<file path="config.mk">
export PLATFORM = sky130hd
export DESIGN_NAME = fabric_row_sequencer
export DESIGN_NICKNAME = d
export VERILOG_FILES = /design/src/rtl/fabric_row_sequencer_pkg.sv /design/src/rtl/fabric_row_sequencer_watchdog.sv /design/src/rtl/fabric_row_sequencer.sv
export SDC_FILE = /design/constraint.sdc
export NUM_CORES = 1
export LEC_CHECK = 0
export ABC_AREA = 1
export BUFFER_PORTS_ARGS = -buffer_cell sky130_fd_sc_hd__buf_2
export CORE_MARGIN = 4
export CORE_UTILIZATION = 50
export DETAILED_ROUTE_END_ITERATION = 10
export PLACE_DENSITY = 0.78
export SLEW_MARGIN = 30
export SYNTH_ARGS = -nofsm -noshare
export SYNTH_HDL_FRONTEND = slang
export SYNTH_SLANG_ARGS = --single-unit
</file>
<file path="constraint.sdc">
create_clock -name clk -period 1.8 [get_ports clk]
set_clock_uncertainty 0.05 [all_clocks]
set_input_delay 0.18 -clock clk [delete_from_list [all_inputs] [get_ports clk]]
set_output_delay 0.18 -clock clk [all_outputs]
set_load 0.02 [all_outputs]
</file>
<file path="src/rtl/fabric_row_sequencer_pkg.sv">
// Shared types and default widths for the per-row program loader/launcher.
package fabric_row_sequencer_pkg;

    localparam int unsigned INSTR_DATA_WIDTH   = 32;
    localparam int unsigned INSTR_ADDR_WIDTH   = 4;
    localparam int unsigned INSTR_HOPS_WIDTH   = 4;
    localparam int unsigned INSTR_WORD_WIDTH   = INSTR_HOPS_WIDTH + INSTR_ADDR_WIDTH + INSTR_DATA_WIDTH;

    localparam int unsigned SEQ_MEM_ADDR_WIDTH = 10;
    localparam int unsigned SEQ_LEN_WIDTH      = 10;
    localparam int unsigned SEQ_TIMEOUT_CYCLES = 1024;

    typedef enum logic [2:0] {
        IDLE     = 3'd0,
        FETCH    = 3'd1,
        ISSUE    = 3'd2,
        CALL     = 3'd3,
        WAIT_RET = 3'd4
    } state_t;

    typedef struct packed {
        logic [INSTR_HOPS_WIDTH-1:0] hops;
        logic [INSTR_ADDR_WIDTH-1:0] addr;
        logic [INSTR_DATA_WIDTH-1:0] data;
    } instr_word_t;

endpackage

</file>
<file path="src/rtl/fabric_row_sequencer_watchdog.sv">
// Row return edge detector plus the WAIT_RET watchdog counter.
module row_ret_watchdog #(
    parameter int unsigned TIMEOUT_CYCLES = 1024
) (
    input  logic clk,
    input  logic rst_n,
    input  logic clear,
    input  logic enable,
    input  logic ret,
    output logic ret_rise,
    output logic expired
);
    localparam int unsigned CNT_W = (TIMEOUT_CYCLES > 2) ? $clog2(TIMEOUT_CYCLES) : 1;

    logic [CNT_W-1:0] r_cnt;
    logic             r_ret_prev;
    logic [CNT_W-1:0] w_cnt_inc;

    assign w_cnt_inc = r_cnt + CNT_W'(1);

    // ret is sampled during clear too, so a ret already high at launch is not an edge
    always_ff @(posedge clk) begin
        if (!rst_n) begin
            r_cnt      <= '0;
            r_ret_prev <= 1'b0;
        end else if (clear) begin
            r_cnt      <= '0;
            r_ret_prev <= ret;
        end else if (enable) begin
            r_cnt      <= w_cnt_inc;
            r_ret_prev <= ret;
        end
    end

    assign ret_rise = enable && ret && !r_ret_prev;
    assign expired  = enable && (w_cnt_inc == CNT_W'(TIMEOUT_CYCLES - 1));

endmodule

</file>
<file path="src/rtl/fabric_row_sequencer.sv">
// Fetches a program block from instruction memory, injects it into a fabric row, then calls and waits for ret.
module fabric_row_sequencer
    import fabric_row_sequencer_pkg::*;
#(
    parameter int unsigned MEM_ADDR_WIDTH = SEQ_MEM_ADDR_WIDTH,
    parameter int unsigned LEN_WIDTH      = SEQ_LEN_WIDTH,
    parameter int unsigned TIMEOUT_CYCLES = SEQ_TIMEOUT_CYCLES
) (
    input  logic                        clk,
    input  logic                        rst_n,
    input  logic                        start,
    input  logic [MEM_ADDR_WIDTH-1:0]   start_addr,
    input  logic [LEN_WIDTH-1:0]        length,
    output logic                        busy,
    output logic                        done,
    output logic                        timeout,
    output logic                        mem_req,
    output logic [MEM_ADDR_WIDTH-1:0]   mem_addr,
    input  logic                        mem_valid,
    input  logic [INSTR_WORD_WIDTH-1:0] mem_rdata,
    output logic [INSTR_DATA_WIDTH-1:0] instr_data_out,
    output logic [INSTR_ADDR_WIDTH-1:0] instr_addr_out,
    output logic [INSTR_HOPS_WIDTH-1:0] instr_hops_out,
    output logic                        instr_en_out,
    output logic                        call,
    input  logic                        ret
);
    state_t                    r_state;
    state_t                    w_state_nxt;
    logic [MEM_ADDR_WIDTH-1:0] r_addr;
    logic [MEM_ADDR_WIDTH-1:0] w_addr_nxt;
    logic [LEN_WIDTH-1:0]      r_remaining;
    logic [LEN_WIDTH-1:0]      w_remaining_nxt;
    logic                      w_load;
    logic                      w_done_nxt;
    logic                      w_timeout_nxt;
    logic                      w_ret_rise;
    logic                      w_expired;
    instr_word_t               w_mem_word;

    assign w_mem_word = instr_word_t'(mem_rdata);

    row_ret_watchdog #(
        .TIMEOUT_CYCLES (TIMEOUT_CYCLES)
    ) u_watchdog (
        .clk      (clk),
        .rst_n    (rst_n),
        .clear    (r_state == CALL),
        .enable   (r_state == WAIT_RET),
        .ret      (ret),
        .ret_rise (w_ret_rise),
        .expired  (w_expired)
    );

    // Next-state and next-output decode; outputs are registered from these values
    always_comb begin
        w_state_nxt     = r_state;
        w_addr_nxt      = r_addr;
        w_remaining_nxt = r_remaining;
        w_load          = 1'b0;
        w_done_nxt      = 1'b0;
        w_timeout_nxt   = 1'b0;
        case (r_state)
            IDLE: begin
                // the cycle carrying a done/timeout pulse does not accept a new start
                if (start && !done && !timeout) begin
                    w_addr_nxt      = start_addr;
                    w_remaining_nxt = length;
                    w_state_nxt     = (length == '0) ? CALL : FETCH;
                end
            end
            FETCH: begin
                if (mem_req && mem_valid) begin
                    w_load      = 1'b1;
                    w_state_nxt = ISSUE;
                end
            end
            ISSUE: begin
                w_addr_nxt      = r_addr + MEM_ADDR_WIDTH'(1);
                w_remaining_nxt = r_remaining - LEN_WIDTH'(1);
                w_state_nxt     = (r_remaining == LEN_WIDTH'(1)) ? CALL : FETCH;
            end
            CALL: begin
                w_state_nxt = WAIT_RET;
            end
            WAIT_RET: begin
                if (w_ret_rise) begin
                    w_done_nxt  = 1'b1;
                    w_state_nxt = IDLE;
                end else if (w_expired) begin
                    w_timeout_nxt = 1'b1;
                    w_state_nxt   = IDLE;
                end
            end
            default: begin
                w_state_nxt = IDLE;
            end
        endcase
    end

    always_ff @(posedge clk) begin
        if (!rst_n) begin
            r_state        <= IDLE;
            r_addr         <= '0;
            r_remaining    <= '0;
            busy           <= 1'b0;
            done           <= 1'b0;
            timeout        <= 1'b0;
            mem_req        <= 1'b0;
            mem_addr       <= '0;
            instr_data_out <= '0;
            instr_addr_out <= '0;
            instr_hops_out <= '0;
            instr_en_out   <= 1'b0;
            call           <= 1'b0;
        end else begin
            r_state      <= w_state_nxt;
            r_addr       <= w_addr_nxt;
            r_remaining  <= w_remaining_nxt;
            busy         <= (w_state_nxt != IDLE);
            done         <= w_done_nxt;
            timeout      <= w_timeout_nxt;
            mem_req      <= (w_state_nxt == FETCH);
            instr_en_out <= (w_state_nxt == ISSUE);
            call         <= (w_state_nxt == CALL);
            if (w_state_nxt == FETCH) begin
                mem_addr <= w_addr_nxt;
            end
            // the instruction outputs double as the capture register for the fetched word
            if (w_load) begin
                instr_data_out <= w_mem_word.data;
                instr_addr_out <= w_mem_word.addr;
                instr_hops_out <= w_mem_word.hops;
            end
        end
    end

endmodule

</file>
==> results.cfg <==
[run_status]
status = finished, final reports clean

[placement]
post-dp-hpwl_um = 7720
placedCellCount = 791
placed_cell_area_um2 = 4770
io_buffers = 120
dp_slack_ns = 0.106
gp_congestion = 0.905

[global_route]
grt_max_degree = 57
antenna_found_initial = 0
grt_pass1_wl_um = 19200
grt_pass1_vias = 4140
overflow = 0
grt_use_total = 0.240

[logic_synthesis]
synth_area_um2 = 4030
synth_ff_type = dfxtp_1
synth_nets = 648
postSynthAreaPerCell_um2 = 6.96
synth_compound_area_frac = 0.153
synthAdderAreaFrac = 0.0155
ys_warn_count = 0
synth-async-reset-ratio = 0
synth_xor_area_frac = 0.00435
synthCells = 578
yosys.area_share.simple = 0.299
yosys.cell_types.count = 34
synth_enable_flop_cells = 0
synth_top_family_by_area = simple AND/OR/NAND/NOR gates
ys_seq_elements = 90
seq_area_frac_synth = 0.448
muxShareOfSynthArea = 0

[layout]
antennaDiodeCount = 0
syn_to_final_growth_pct = 31.9
num-nets-final = 801
layout.cells.most_common = nor2_1
layout.cells.non_filler = 837
multi_input_area_um2 = 1930
final_cell_mix = 126 x nor2_1, 120 x buf_2, 92 x nand2_1, 86 x dfxtp_1, 65 x o21ai_0
drive_gt1_frac = 0.244
final_area_um2 = 5310
regArea_um2 = 1810
fillerInstances = 655

[worst_setup_path]
crit_buf_inv = 2
critPathSlowestCell = dfxtp_1
worstPathArrival_ns = 1.91
max_stage_delay_ns = 0.37
cp_top_family = simple AND/OR/NAND/NOR gates
path_class = register to register
cp-end-kind = register
r2r-start = u_watchdog.r_cnt[0]
path_cells = ha_2 -> nand2_1 -> inv_1 -> nand2_1 -> nor2_1 -> nand2_1 -> nand2_1 -> nor2_1 -> nand2_1 -> nand2_1 -> nand3_1 -> nand2_1 -> inv_1
crit_path_max_fanout = 4
critPathMostFrequentCell = nand2_1
required_ns = 2.04
cp-start-kind = register
crit_start = u_watchdog.r_cnt[0]

[drt]
wl_per_cell_um = 14.0
drt-initial-drc-count = 257
ant_nets = 0
wirelength_um = 11700
num_vias = 4390
via_per_inst = 5.24
dr.pass1.iters = 5
drc = 0

[sta]
fin_crit_sh = 0.924
worst-slew-pin-transition_ns = 0.443
setup_slack_ns = 0.136
finalSetupViolCount = 0
fin_setup_tns_ns = 0
whs_ns = 0.0127
relSlewSlack = 0.704
slew_violations = 0
clock.fmax_ghz = 0.601
rsz0062_at_grt = yes
hold_viol_final = 0
post-route-min-period_ns = 1.66

[cts]
cts_buffer_depth = 2
clk_pin_slew_ns = 0.09
clock_sinks = 90
tritoncts.num_buffers = 9
cts_root_buffer = clkbuf_8
htreeDepth = 3
clk_latency_ns = 0.35
cts_tree = done

[floorplan]
rows = 32
ios = 121
fp.dieArea_um2 = 9550
start_util = 0.518
die_y_um = 97.7
coreArea_um2 = 7770
chipWidth_um = 97.7

[run]
max-cap-violations = 0

[power]
worst_ir_drop_vdd_mv = 0.424
leakage_uw = 0.00260
power_density_nw_per_um2 = 807

[min_path]
hp-start = mem_rdata[26]
hp-class = input port to register
==> path summary, 6_finish.rpt <==
kind / cells after the start / slack (ns) / endpoint
worst max-delay path: 13 / 0.14 / busy
worst min-delay path: 3 / 0.01 / instr_data_out[26]
worst max register to register: 13 / 0.14 / busy
worst min register to register: 2 / 0.42 / mem_addr[0]
==> routing by layer <==
| metal | up-vias | global-route usage | routed length [µm] |
|---|---|---|---|
| li1 | 2183 | - | - |
| met4 | 0 | 0.0969 | 290 |
| met3 | 30 | 0.0639 | 1110 |
| met5 | - | 0 | 0 |
| met1 | 1969 | 0.307 | 4900 |
| met2 | 208 | 0.386 | 5440 |
==> cells by family (layout without fill, tap and decap cells) <==
| group | Yosys count | after routing |
|---|---|---|
| DFF | 90 | 90 |
| and+or+nand+nor | 285 | 285 |
| buffers and inverters | 82 | 239 |
| AOI/OAI and AO/OA | 114 | 114 |
| adders and majority gates | 5 | 5 |
| xor gates and xnor gates | 2 | 2 |
==> report_power, final <==
part	switching [µW]	internal [µW]	total, µW
clock network	711	679	1390
logic	431	295	727
registers	74.1	2090	2170
total	1220	3070	4280
==> layout make-up <==
type,count,area share
clock buffers,10,0.0259
clock inverters,5,0.0118
inverters,60,0.0434
multi-input cells,406,0.363
flip-flops and latches,90,0.340
well taps,102,0.0240
repair buffers,164,0.191
==> cells in the mapped netlist (2+ instances only) <==
| library cell | n | area [µm²] |
|---|---|---|
| o211ai_1 | 6 | 45.0 |
| nand2_1 | 94 | 353 |
| dfxtp_1 | 90 | 1800 |
| nor2_1 | 131 | 492 |
| nor3_1 | 7 | 35.0 |
| inv_2 | 6 | 22.5 |
| nor4_1 | 2 | 12.5 |
| nand3_1 | 37 | 185 |
| nand2_4 | 3 | 33.8 |
| nor2_4 | 3 | 33.8 |
| a21oi_1 | 28 | 140 |
| o21ai_0 | 65 | 325 |
| buf_2 | 2 | 10.0 |
| clkbuf_1 | 18 | 67.6 |
| a31oi_1 | 7 | 43.8 |
| inv_1 | 53 | 199 |
| ha_1 | 5 | 62.6 |
| nand4_1 | 5 | 31.3 |
==> worst register-to-register path: stages (launching register included) <==
cell and delay [ns]:
dfxtp_1 0.37, ha_2 0.22, nand2_1 0.10, inv_1 0.09
nand2_1 0.08, nor2_1 0.15, nand2_1 0.11, nand2_1 0.10
nor2_1 0.05, nand2_1 0.05, nand2_1 0.07, nand3_1 0.08
nand2_1 0.05, inv_1 0.05
==> flip-flops by register name, indices dropped and copies added, names as in the netlist, 3 cells and up <==
signal	flops
instr_hops_out	4
mem_addr	10
instr_addr_out	4
r_state	3
r_remaining	10
instr_data_out	32
u_watchdog.r_cnt	10
r_addr	10
==> per-stage QoR <==
stage	power [µW]	utilization
finish	4280	0.684
floorplan	2600	-
detailed placement	2860	0.614
global route	4480	0.684
CTS	4280	0.677
global placement	2840	0.614
==> repair_timing <==
action                                  4_1_cts  5_1_grt
endpoints found under the setup margin        0       15
endpoints found under the hold margin        29        0
setup buffers                                 0        2
hold buffers                                 29        0
resized for setup                             0       14
Power figures use the tool's default switching activity.
